<file path="src/rtl/solve_seq_pkg.sv">
// Shared state type and parameter defaults for the solve sequencer.
package solve_seq_pkg;

    localparam int unsigned LIT_W_DEFAULT      = 32;
    localparam int unsigned CYC_W_DEFAULT      = 40;
    localparam int unsigned FIFO_DEPTH_DEFAULT = 16;

    typedef enum logic [2:0] {
        IDLE,
        LOAD,
        START,
        SOLVE,
        REPORT
    } seq_state_e;

    function automatic logic accepts_literals(input seq_state_e s);
        return (s == IDLE) || (s == LOAD);
    endfunction

endpackage

</file>
<file path="src/rtl/solve_sequencer_lit_fifo.sv">
// Synchronous literal buffer; occupancy tracked by a count one bit wider than the pointers.
module lit_fifo #(
    parameter int unsigned DEPTH = 16,
    parameter int unsigned WIDTH = 33
) (
    input  logic             clk,
    input  logic             rst,
    input  logic             push_i,
    input  logic [WIDTH-1:0] wdata_i,
    input  logic             pop_i,
    output logic [WIDTH-1:0] rdata_o,
    output logic             full_o,
    output logic             empty_o
);

    localparam int unsigned AW = $clog2(DEPTH);

    logic [WIDTH-1:0] mem_q [DEPTH];
    logic [AW-1:0]    wr_ptr_q, rd_ptr_q;
    logic [AW:0]      count_q, count_d;
    logic             do_push, do_pop;

    assign empty_o = (count_q == '0);
    assign full_o  = (count_q == (AW+1)'(DEPTH));
    assign do_pop  = pop_i && !empty_o;
    // A full buffer still takes a write when the head leaves in the same cycle.
    assign do_push = push_i && (!full_o || do_pop);
    assign rdata_o = mem_q[rd_ptr_q];

    always_comb begin
        count_d = count_q;
        if (do_push && !do_pop) begin
            count_d = count_q + 1'b1;
        end else if (do_pop && !do_push) begin
            count_d = count_q - 1'b1;
        end
    end

    always_ff @(posedge clk or posedge rst) begin
        if (rst) begin
            wr_ptr_q <= '0;
            rd_ptr_q <= '0;
            count_q  <= '0;
        end else begin
            count_q <= count_d;
            if (do_push) begin
                wr_ptr_q <= wr_ptr_q + 1'b1;
            end
            if (do_pop) begin
                rd_ptr_q <= rd_ptr_q + 1'b1;
            end
        end
    end

    always_ff @(posedge clk) begin
        if (do_push) begin
            mem_q[wr_ptr_q] <= wdata_i;
        end
    end

endmodule

</file>
<file path="src/rtl/solve_sequencer.sv">
// Buffers a host literal stream into a SAT solver, launches the solve and holds its result.
module solve_sequencer
    import solve_seq_pkg::*;
#(
    parameter int unsigned LIT_W      = LIT_W_DEFAULT,
    parameter int unsigned FIFO_DEPTH = FIFO_DEPTH_DEFAULT,
    parameter int unsigned CYC_W      = CYC_W_DEFAULT
) (
    input  logic                    clk,
    input  logic                    rst,
    input  logic                    lit_valid,
    input  logic signed [LIT_W-1:0] lit_data,
    input  logic                    lit_end,
    output logic                    lit_ready,
    input  logic                    go,
    input  logic [CYC_W-1:0]        max_cycles,
    output logic                    load_valid,
    output logic signed [LIT_W-1:0] load_literal,
    output logic                    load_clause_end,
    input  logic                    load_ready,
    output logic                    start_solve,
    input  logic                    done,
    input  logic                    sat,
    input  logic                    unsat,
    output logic                    result_valid,
    output logic                    result_sat,
    output logic                    result_unsat,
    output logic                    result_timeout,
    input  logic                    result_ack,
    output logic [CYC_W-1:0]        cycle_count,
    output logic [31:0]             clause_count,
    output logic [31:0]             lit_count,
    output logic                    err_zero_lit,
    output logic                    busy
);

    seq_state_e       state_q;
    logic             rdy_en_q, pending_q;
    logic [CYC_W-1:0] cyc_q;
    logic [31:0]      lit_cnt_q, cls_cnt_q;
    logic             err_q, res_valid_q, res_sat_q, res_unsat_q, res_to_q;

    logic             fifo_full, fifo_empty, fifo_push, fifo_pop;
    logic [LIT_W:0]   fifo_head;
    logic             in_load, beat_acc, beat_zero, start_ok, timed_out;

    assign in_load   = accepts_literals(state_q);
    // rdy_en_q keeps lit_ready low through reset and releases it on the first edge after.
    assign lit_ready = rdy_en_q && in_load && !fifo_full;
    assign beat_acc  = lit_valid && lit_ready;
    assign beat_zero = (lit_data == '0);
    assign fifo_push = beat_acc && !beat_zero;

    assign load_valid      = in_load && !fifo_empty;
    assign fifo_pop        = load_valid && load_ready;
    assign load_literal    = fifo_empty ? '0 : fifo_head[LIT_W-1:0];
    assign load_clause_end = !fifo_empty && fifo_head[LIT_W];

    assign start_ok  = pending_q && fifo_empty && !fifo_push;
    assign timed_out = (cyc_q == max_cycles);

    assign start_solve    = (state_q == START);
    assign busy           = (state_q != IDLE);
    assign result_valid   = res_valid_q;
    assign result_sat     = res_sat_q;
    assign result_unsat   = res_unsat_q;
    assign result_timeout = res_to_q;
    assign cycle_count    = cyc_q;
    assign lit_count      = lit_cnt_q;
    assign clause_count   = cls_cnt_q;
    assign err_zero_lit   = err_q;

    lit_fifo #(
        .DEPTH (FIFO_DEPTH),
        .WIDTH (LIT_W + 1)
    ) u_fifo (
        .clk     (clk),
        .rst     (rst),
        .push_i  (fifo_push),
        .wdata_i ({lit_end, lit_data}),
        .pop_i   (fifo_pop),
        .rdata_o (fifo_head),
        .full_o  (fifo_full),
        .empty_o (fifo_empty)
    );

    always_ff @(posedge clk or posedge rst) begin
        if (rst) begin
            state_q     <= IDLE;
            rdy_en_q    <= 1'b0;
            pending_q   <= 1'b0;
            cyc_q       <= '0;
            lit_cnt_q   <= '0;
            cls_cnt_q   <= '0;
            err_q       <= 1'b0;
            res_valid_q <= 1'b0;
            res_sat_q   <= 1'b0;
            res_unsat_q <= 1'b0;
            res_to_q    <= 1'b0;
        end else begin
            rdy_en_q <= 1'b1;
            if (fifo_pop) begin
                lit_cnt_q <= lit_cnt_q + 32'd1;
                if (fifo_head[LIT_W]) begin
                    cls_cnt_q <= cls_cnt_q + 32'd1;
                end
            end
            if (beat_acc && beat_zero) begin
                err_q <= 1'b1;
            end
            if (in_load && go) begin
                pending_q <= 1'b1;
            end

            unique case (state_q)
                IDLE, LOAD: begin
                    if (start_ok) begin
                        state_q   <= START;
                        pending_q <= 1'b0;
                        cyc_q     <= '0;
                    end else if ((state_q == IDLE) && fifo_push) begin
                        state_q <= LOAD;
                    end
                end
                START: begin
                    state_q <= SOLVE;
                end
                SOLVE: begin
                    // The counter freezes on the exit cycle so it reports the cycle the solve ended on.
                    if (done) begin
                        state_q     <= REPORT;
                        res_valid_q <= 1'b1;
                        res_sat_q   <= sat;
                        res_unsat_q <= unsat;
                        res_to_q    <= 1'b0;
                    end else if (timed_out) begin
                        state_q     <= REPORT;
                        res_valid_q <= 1'b1;
                        res_sat_q   <= 1'b0;
                        res_unsat_q <= 1'b0;
                        res_to_q    <= 1'b1;
                    end else if (cyc_q != '1) begin
                        cyc_q <= cyc_q + 1'b1;
                    end
                end
                REPORT: begin
                    if (result_ack) begin
                        state_q     <= IDLE;
                        res_valid_q <= 1'b0;
                        res_sat_q   <= 1'b0;
                        res_unsat_q <= 1'b0;
                        res_to_q    <= 1'b0;
                        lit_cnt_q   <= '0;
                        cls_cnt_q   <= '0;
                        err_q       <= 1'b0;
                    end
                end
                default: begin
                    state_q <= IDLE;
                end
            endcase
        end
    end

endmodule

</file>
<file path="config.mk">
export PLATFORM = sky130hd
export DESIGN_NAME = solve_sequencer
export DESIGN_NICKNAME = d
export VERILOG_FILES = /design/src/rtl/solve_seq_pkg.sv /design/src/rtl/solve_sequencer_lit_fifo.sv /design/src/rtl/solve_sequencer.sv
export SDC_FILE = /design/constraint.sdc
export NUM_CORES = 1
export LEC_CHECK = 0
export CAP_MARGIN = 20
export CORE_MARGIN = 5
export CORE_UTILIZATION = 45
export CTS_BUF_LIST = sky130_fd_sc_hd__clkbuf_4 sky130_fd_sc_hd__clkbuf_8 sky130_fd_sc_hd__clkbuf_16
export DETAILED_ROUTE_END_ITERATION = 16
export GPL_ROUTABILITY_DRIVEN = 1
export PLACE_DENSITY = 0.63
export RECOVER_POWER = 50
export SYNTH_ARGS = -nofsm -noshare
export SYNTH_HDL_FRONTEND = slang
export SYNTH_HIERARCHICAL = 1
export SYNTH_SLANG_ARGS = --single-unit
</file>
<file path="constraint.sdc">
create_clock -name clk -period 10.7 [get_ports clk]
set_clock_uncertainty 0.15 [all_clocks]
set_input_delay 1.07 -clock clk [delete_from_list [all_inputs] [get_ports clk]]
set_output_delay 1.07 -clock clk [all_outputs]
set_load 0.05 [all_outputs]
</file>
* Yosys cells after proc, flatten, opt, wreduce, memory -nomap -nowiden
Memory sizes are Yosys's and may differ from the RTL's.
Index checks and enable logic that the tools add are counted.
** Operators by class
- $add $sub $neg :: 7
- Equal/unequal tests :: 14
- Multiplexer cells :: 40
- Reductions and logical operators :: 35
** Operators by type and width (count)
- 32-bit two-way mux :: 8
- 40-bit two-way mux :: 4
- 40-bit one-hot mux with 2 select lines :: 1
- 32-bit by 1-bit adder with 32-bit output, second input constant :: 2
- 40-bit by 1-bit adder with 40-bit output, second input constant :: 1
- 40-bit == test :: 1
- 40-bit != test, second input constant :: 1
- 32-bit zero test :: 1
- 1-bit logical AND :: 16
- 1-bit two-way mux :: 15
- 3-bit two-way mux :: 5
- 3-bit one-hot mux with 4 select lines :: 1
- 5-bit two-way mux :: 2
- 2-bit != test, second input constant :: 5
- 4-bit by 1-bit adder with 4-bit output, second input constant :: 2
- 1-bit one-hot mux with 2 select lines :: 4
- 3-bit by 2-bit == test with 1-bit output, second input constant :: 2
- 1-bit zero test :: 6
- 3-bit != test, second input constant :: 2
- 3-bit AND reduction :: 2
- 2-bit nonzero test :: 3
- 5-bit by 1-bit adder with 5-bit output, second input constant :: 1
- 5-bit == test, second input constant :: 1
- 5-bit zero test :: 1
- other kinds (8) :: 9
** Word-level totals
- Register bits :: 127
- RAM bits :: 528
- Input port bits :: 82
- Output and inout bits :: 146
- Word-level logic and storage cells :: 111
- Memories :: 1
** Memories
- u_fifo.mem_q :: words 16, width 33, rd ports 1, clocked after memory_dff 0, write ports 1, RTL line solve_sequencer_lit_fifo.sv:18 : logic [WIDTH-1:0] mem_q [DEPTH];

* Logic depth before layout (Yosys ltp)
- Word-level depth :: 11
- Mapped depth :: 14
- Mapped depth without buffers :: 14

* Hierarchy
Netlist, hierarchy kept.
** By module, submodules not included
- lit_fifo :: times used 1, cells each 1037, area an instance 20907.6 sq um, sequential area each 16180.5 sq um
- solve_sequencer :: times used 1, cells each 772, area an instance 6885.4 sq um, sequential area each 2852.7 sq um

* Worst setup path before layout
Ideal clock, no wire load.
- Path kind :: reg-to-reg
- Start point :: register u_fifo.count_q[0]
- End point :: memory u_fifo.mem_q[10][0], enable pin
- Setup time :: 0.393 ns
- Arrival time :: 4.289 ns
- Required time :: 10.157 ns
- Path slack :: 5.868 ns
- Cell stages (with the launch flop) :: 9
- Buffers on the path :: 0
- Period minus slack after synthesis :: 4.832 ns
- Path through :: dfrtp_1 -> or4_4 -> nor2_1 -> nor4b_1 -> o211ai_1 -> inv_1 -> o31ai_4 -> nor3b_1 -> and2_1
** Between the ends
- Elaborated cells on any way between the ends :: 14
- Classes of those cells :: 1 x eq/ne; 2 x mux; 11 x reduce/logical
** RTL lines
- from (decl) :: RTL line solve_sequencer_lit_fifo.sv:20 : logic [AW:0] count_q, count_d;
- from (signal assigned) :: RTL line solve_sequencer_lit_fifo.sv:45 : count_q <= count_d;
- 5-bit == test :: RTL line solve_sequencer_lit_fifo.sv:24 : assign full_o = (count_q == (AW+1)'(DEPTH));
- via fifo_full :: RTL line solve_sequencer.sv:43 : logic fifo_full, fifo_empty, fifo_push, fifo_pop;
- 1-bit zero test :: RTL line solve_sequencer.sv:49 : assign lit_ready = rdy_en_q && in_load && !fifo_full;
- 1-bit logical AND :: RTL line solve_sequencer.sv:49
- via lit_ready :: RTL line solve_sequencer.sv:14 : output logic lit_ready,
- 1-bit logical AND :: RTL line solve_sequencer.sv:50 : assign beat_acc = lit_valid && lit_ready;
- 1-bit logical AND :: RTL line solve_sequencer.sv:52 : assign fifo_push = beat_acc && !beat_zero;
- via fifo_push :: RTL line solve_sequencer.sv:43
- 1-bit logical AND :: RTL line solve_sequencer_lit_fifo.sv:27 : assign do_push = push_i && (!full_o || do_pop);
- 1-bit two-way mux :: RTL line solve_sequencer_lit_fifo.sv:56 : if (do_push) begin
- 1-bit two-way mux (not written as such) :: RTL line solve_sequencer_lit_fifo.sv:57 : mem_q[wr_ptr_q] <= wdata_i;
- to (decl) :: RTL line solve_sequencer_lit_fifo.sv:18
The timed path passes the listed nets, and every way through them passes these cells.

* Worst setup path in the final report
- Start point :: register u_fifo.rd_ptr_q[0]
- End point :: output port load_literal[31]
** Between the ends
- Cells in the longest elaborated chain, start to end :: 2
** RTL lines
- from (decl) :: RTL line solve_sequencer_lit_fifo.sv:19 : logic [AW-1:0] wr_ptr_q, rd_ptr_q;
- from (signal assigned) :: RTL line solve_sequencer_lit_fifo.sv:50 : rd_ptr_q <= rd_ptr_q + 1'b1;
- memory read 16 x 33 bit
- via fifo_head[31] :: RTL line solve_sequencer.sv:44 : logic [LIT_W:0] fifo_head;
- 32-bit two-way mux :: RTL line solve_sequencer.sv:56 : assign load_literal = fifo_empty ? '0 : fifo_head[LIT_W-1:0];
- to (decl) :: RTL line solve_sequencer.sv:18 : output logic signed [LIT_W-1:0] load_literal,
The timed path passes the listed nets, and every way through them passes these cells.

==> metrics <==
Starting Density between 40 and 50%; Sink Count ~660; CP Depth 8; die area around 67000 um^2; Buf/Inv on CP 3; synthesis warning total 6; CP arrival 5.10 ns; Vias ~17k; PD cells 272 nW/um^2; met1 GRT Util 28.8%; drt drc 0; Synth Cell Area 27800 um^2; number of detailed-route iterations in the first pass 5; most frequent cells in the layout edfxtp_1, clkdlybuf4s50_1, mux2i_1; number of distinct library cells after synthesis 67; Core Rows 91; gpl congestion 0.849; sequential area share after synthesis between 60 and 70%; Worst Setup Start Kind register; post-synthesis cell count 1809; critical path data required time 9.48 ns; core area about 61000 um^2; clock share of power 26.5%; Synth async-reset ratio between 10% and 20%; clk_lat worst skew 0.60 ns; syn_nets 1904; Setup crit start u_fifo/rd_ptr_q[0]$_DFFE_PP0P_; Crit. End Element output pin; Net Sw Frac 37.6%; critical path's slowest cell clkdlybuf4s50_1; Worst Hold Class reg -> reg; vias in the first global route around 17k; drt initial violations 1281; total of max-cap violations 4; HPWL reported at the end of detailed placement around 40 mm; antenna violations before repair 7; final core utilization a little over half; Post-Layout Inst Area 33300 um^2; Post-CTS Resized 0; outcome complete, but fails checks; Hold-fix buffers, CTS 0; CTS Buf Count 70; die width roughly 260 um; routed wire length 69.7 mm; placed inst area about 31000 um^2; Peak VDD IR 0.230 mV; CP top delay family buffers and inverters; reg2reg path depth 10; Pleak 11.8 nW; Psw 3.41 mW; Reg power frac 36.0%; Die Height 259 um; pre-CTS setup slack around 5 ns; grt total ovfl 0; P&R area growth vs syn 19.7%; Power Total 9.06 mW; reg-to-reg startpoint u_fifo/rd_ptr_q[0]$_DFFE_PP0P_; CP cell instances buf_12, buf_4, mux2i_1, a221oi_1, o21ai_0, nand2_1, nor2b_1, clkdlybuf4s50_1; Slew headroom -149%; EDFF count, synth 528; minimum clock period about 6.3 ns; via/cell ratio 5.81; violated checks capacitance limit, slew limit; filler-free cell count of the finished design 2891; clk root buf clkbuf_16; # Post-CTS Setup Buffers 0; post-route setup TNS 0 ns; Port Buf Inserts around 230; Comb power frac a little under two fifths; final hold vios 0; worst setup margin ~4.4 ns; Final Cycle Share 59.1%; I/O pin total roughly 230; CTS max path bufs 3; Pint ~5.7 mW; Tot GR Track Use between 20 and 25%; ANT nets after route 0; register-to-register setup slack between 6 and 7 ns; final setup fails 0; Worst Setup Path Type reg -> out; GRT Max-Usage Layer met2; DP Cell Count 2756; H-tree Lvls 3; first-pass GRT wire length 107 mm; ys flop type edfxtp_1; leading cell type in the layout, fill and taps excluded edfxtp_1; crit-path max FO 119; clock slew at reported path FFs 0.06 ns; WL/cell between 20 and 25 um; Avg Inst Size Synth 15.4 um^2; worst reg2reg endpoint clause_count[24]$_DFF_PP0_; CTS tree yes; slowest stage delay, CP 0.91 ns; fin. max-slew vios 222; FF+latch count, synth 655; layout cells sized above 1 12.1%; met2 GRT Util about 34%; Hold Slack 0.353 ns; final net count around 2.1k; Setup crit end load_literal[31]; Worst-Margin Slew between 3 and 4 ns; RSZ-0062 raised after global routing false; largest net degree at the start of global routing 120; met3 usage 4.03%; fmax 0.158 GHz
[area by class of cell]
| class | instances | area [um^2] |
|---|---|---|
| multi-input combinational | 1031 | 8270 |
| clock inverter | 42 | 367 |
| tap | 790 | 988 |
| sequential | 655 | 19000 |
| fill | 4992 | 28200 |
| clock buffer | 88 | 1960 |
| timing repair buffer | 263 | 2560 |
| antenna | 2 | 5.00 |
| inverter | 20 | 76.3 |
[cell usage after synthesis (45+ instances only)]
library cell | instances | area, um^2
nand4_1 | 45 | 282
mux2i_1 | 141 | 1410
clkbuf_1 | 56 | 210
xor2_1 | 47 | 412
nand2_1 | 111 | 417
nand3_1 | 49 | 245
dfrtp_1 | 127 | 3180
xnor2_1 | 60 | 526
nor2_1 | 79 | 297
a221oi_1 | 66 | 578
o21ai_0 | 46 | 230
mux4_2 | 66 | 1490
edfxtp_1 | 528 | 15900
[routing by layer]
layer	share of wire [%]	vias up
met2	49	502
met4	2.2	2
met3	5.6	107
met1	43	8613
met5	0.010	-
li1	-	7568
[state kept, by name, indices dropped and copies added, names as in the netlist]
register	cells
rdy_en_q	1
u_fifo/rd_ptr_q	4
err_zero_lit	1
lit_count	32
pending_q	1
result_unsat	1
u_fifo/wr_ptr_q	4
u_fifo/mem_q	528
state_q	3
result_timeout	1
u_fifo/count_q	5
result_sat	1
cycle_count	40
result_valid	1
clause_count	32
[worst min-delay path by stage]
stage | from | end | cells past startpoint
after global placement | err_zero_lit$_DFF_PP0_ | err_zero_lit$_DFF_PP0_ | 2
after CTS | result_sat$_DFFE_PP0P_ | result_sat$_DFFE_PP0P_ | 1
after floorplan | u_fifo/count_q[2]$_DFFE_PP0P_ | u_fifo/count_q[2]$_DFFE_PP0P_ | 2
final | result_sat$_DFFE_PP0P_ | result_sat$_DFFE_PP0P_ | 1
after detailed placement | result_sat$_DFFE_PP0P_ | result_sat$_DFFE_PP0P_ | 1
after global routing | result_sat$_DFFE_PP0P_ | result_sat$_DFFE_PP0P_ | 1
[power by group through the flow]
stage	Clock (mW)	Sequential (mW)	Combinational, mW
after floorplan	0	3.46	2.15
after global placement	0	3.30	3.41
after detailed placement	0	3.31	3.44
after CTS	2.46	3.26	3.45
after global routing	2.57	3.29	3.62
final	2.40	3.26	3.40
[kinds of logic after synthesis]
| kind of cell | after synthesis | synth area share [%] |
|---|---|---|
| buffers and inverters | 123 | 1.87 |
| and+or+nand+nor | 465 | 8.99 |
| muxes | 211 | 10.6 |
| xor gates and xnor gates | 107 | 3.37 |
| DFF | 655 | 68.5 |
| AOI/OAI and AO/OA | 234 | 6.07 |
| adders and majority gates | 13 | 0.612 |
| other | 1 | 0.0135 |
Note: power is estimated with default switching activity, not from simulation.
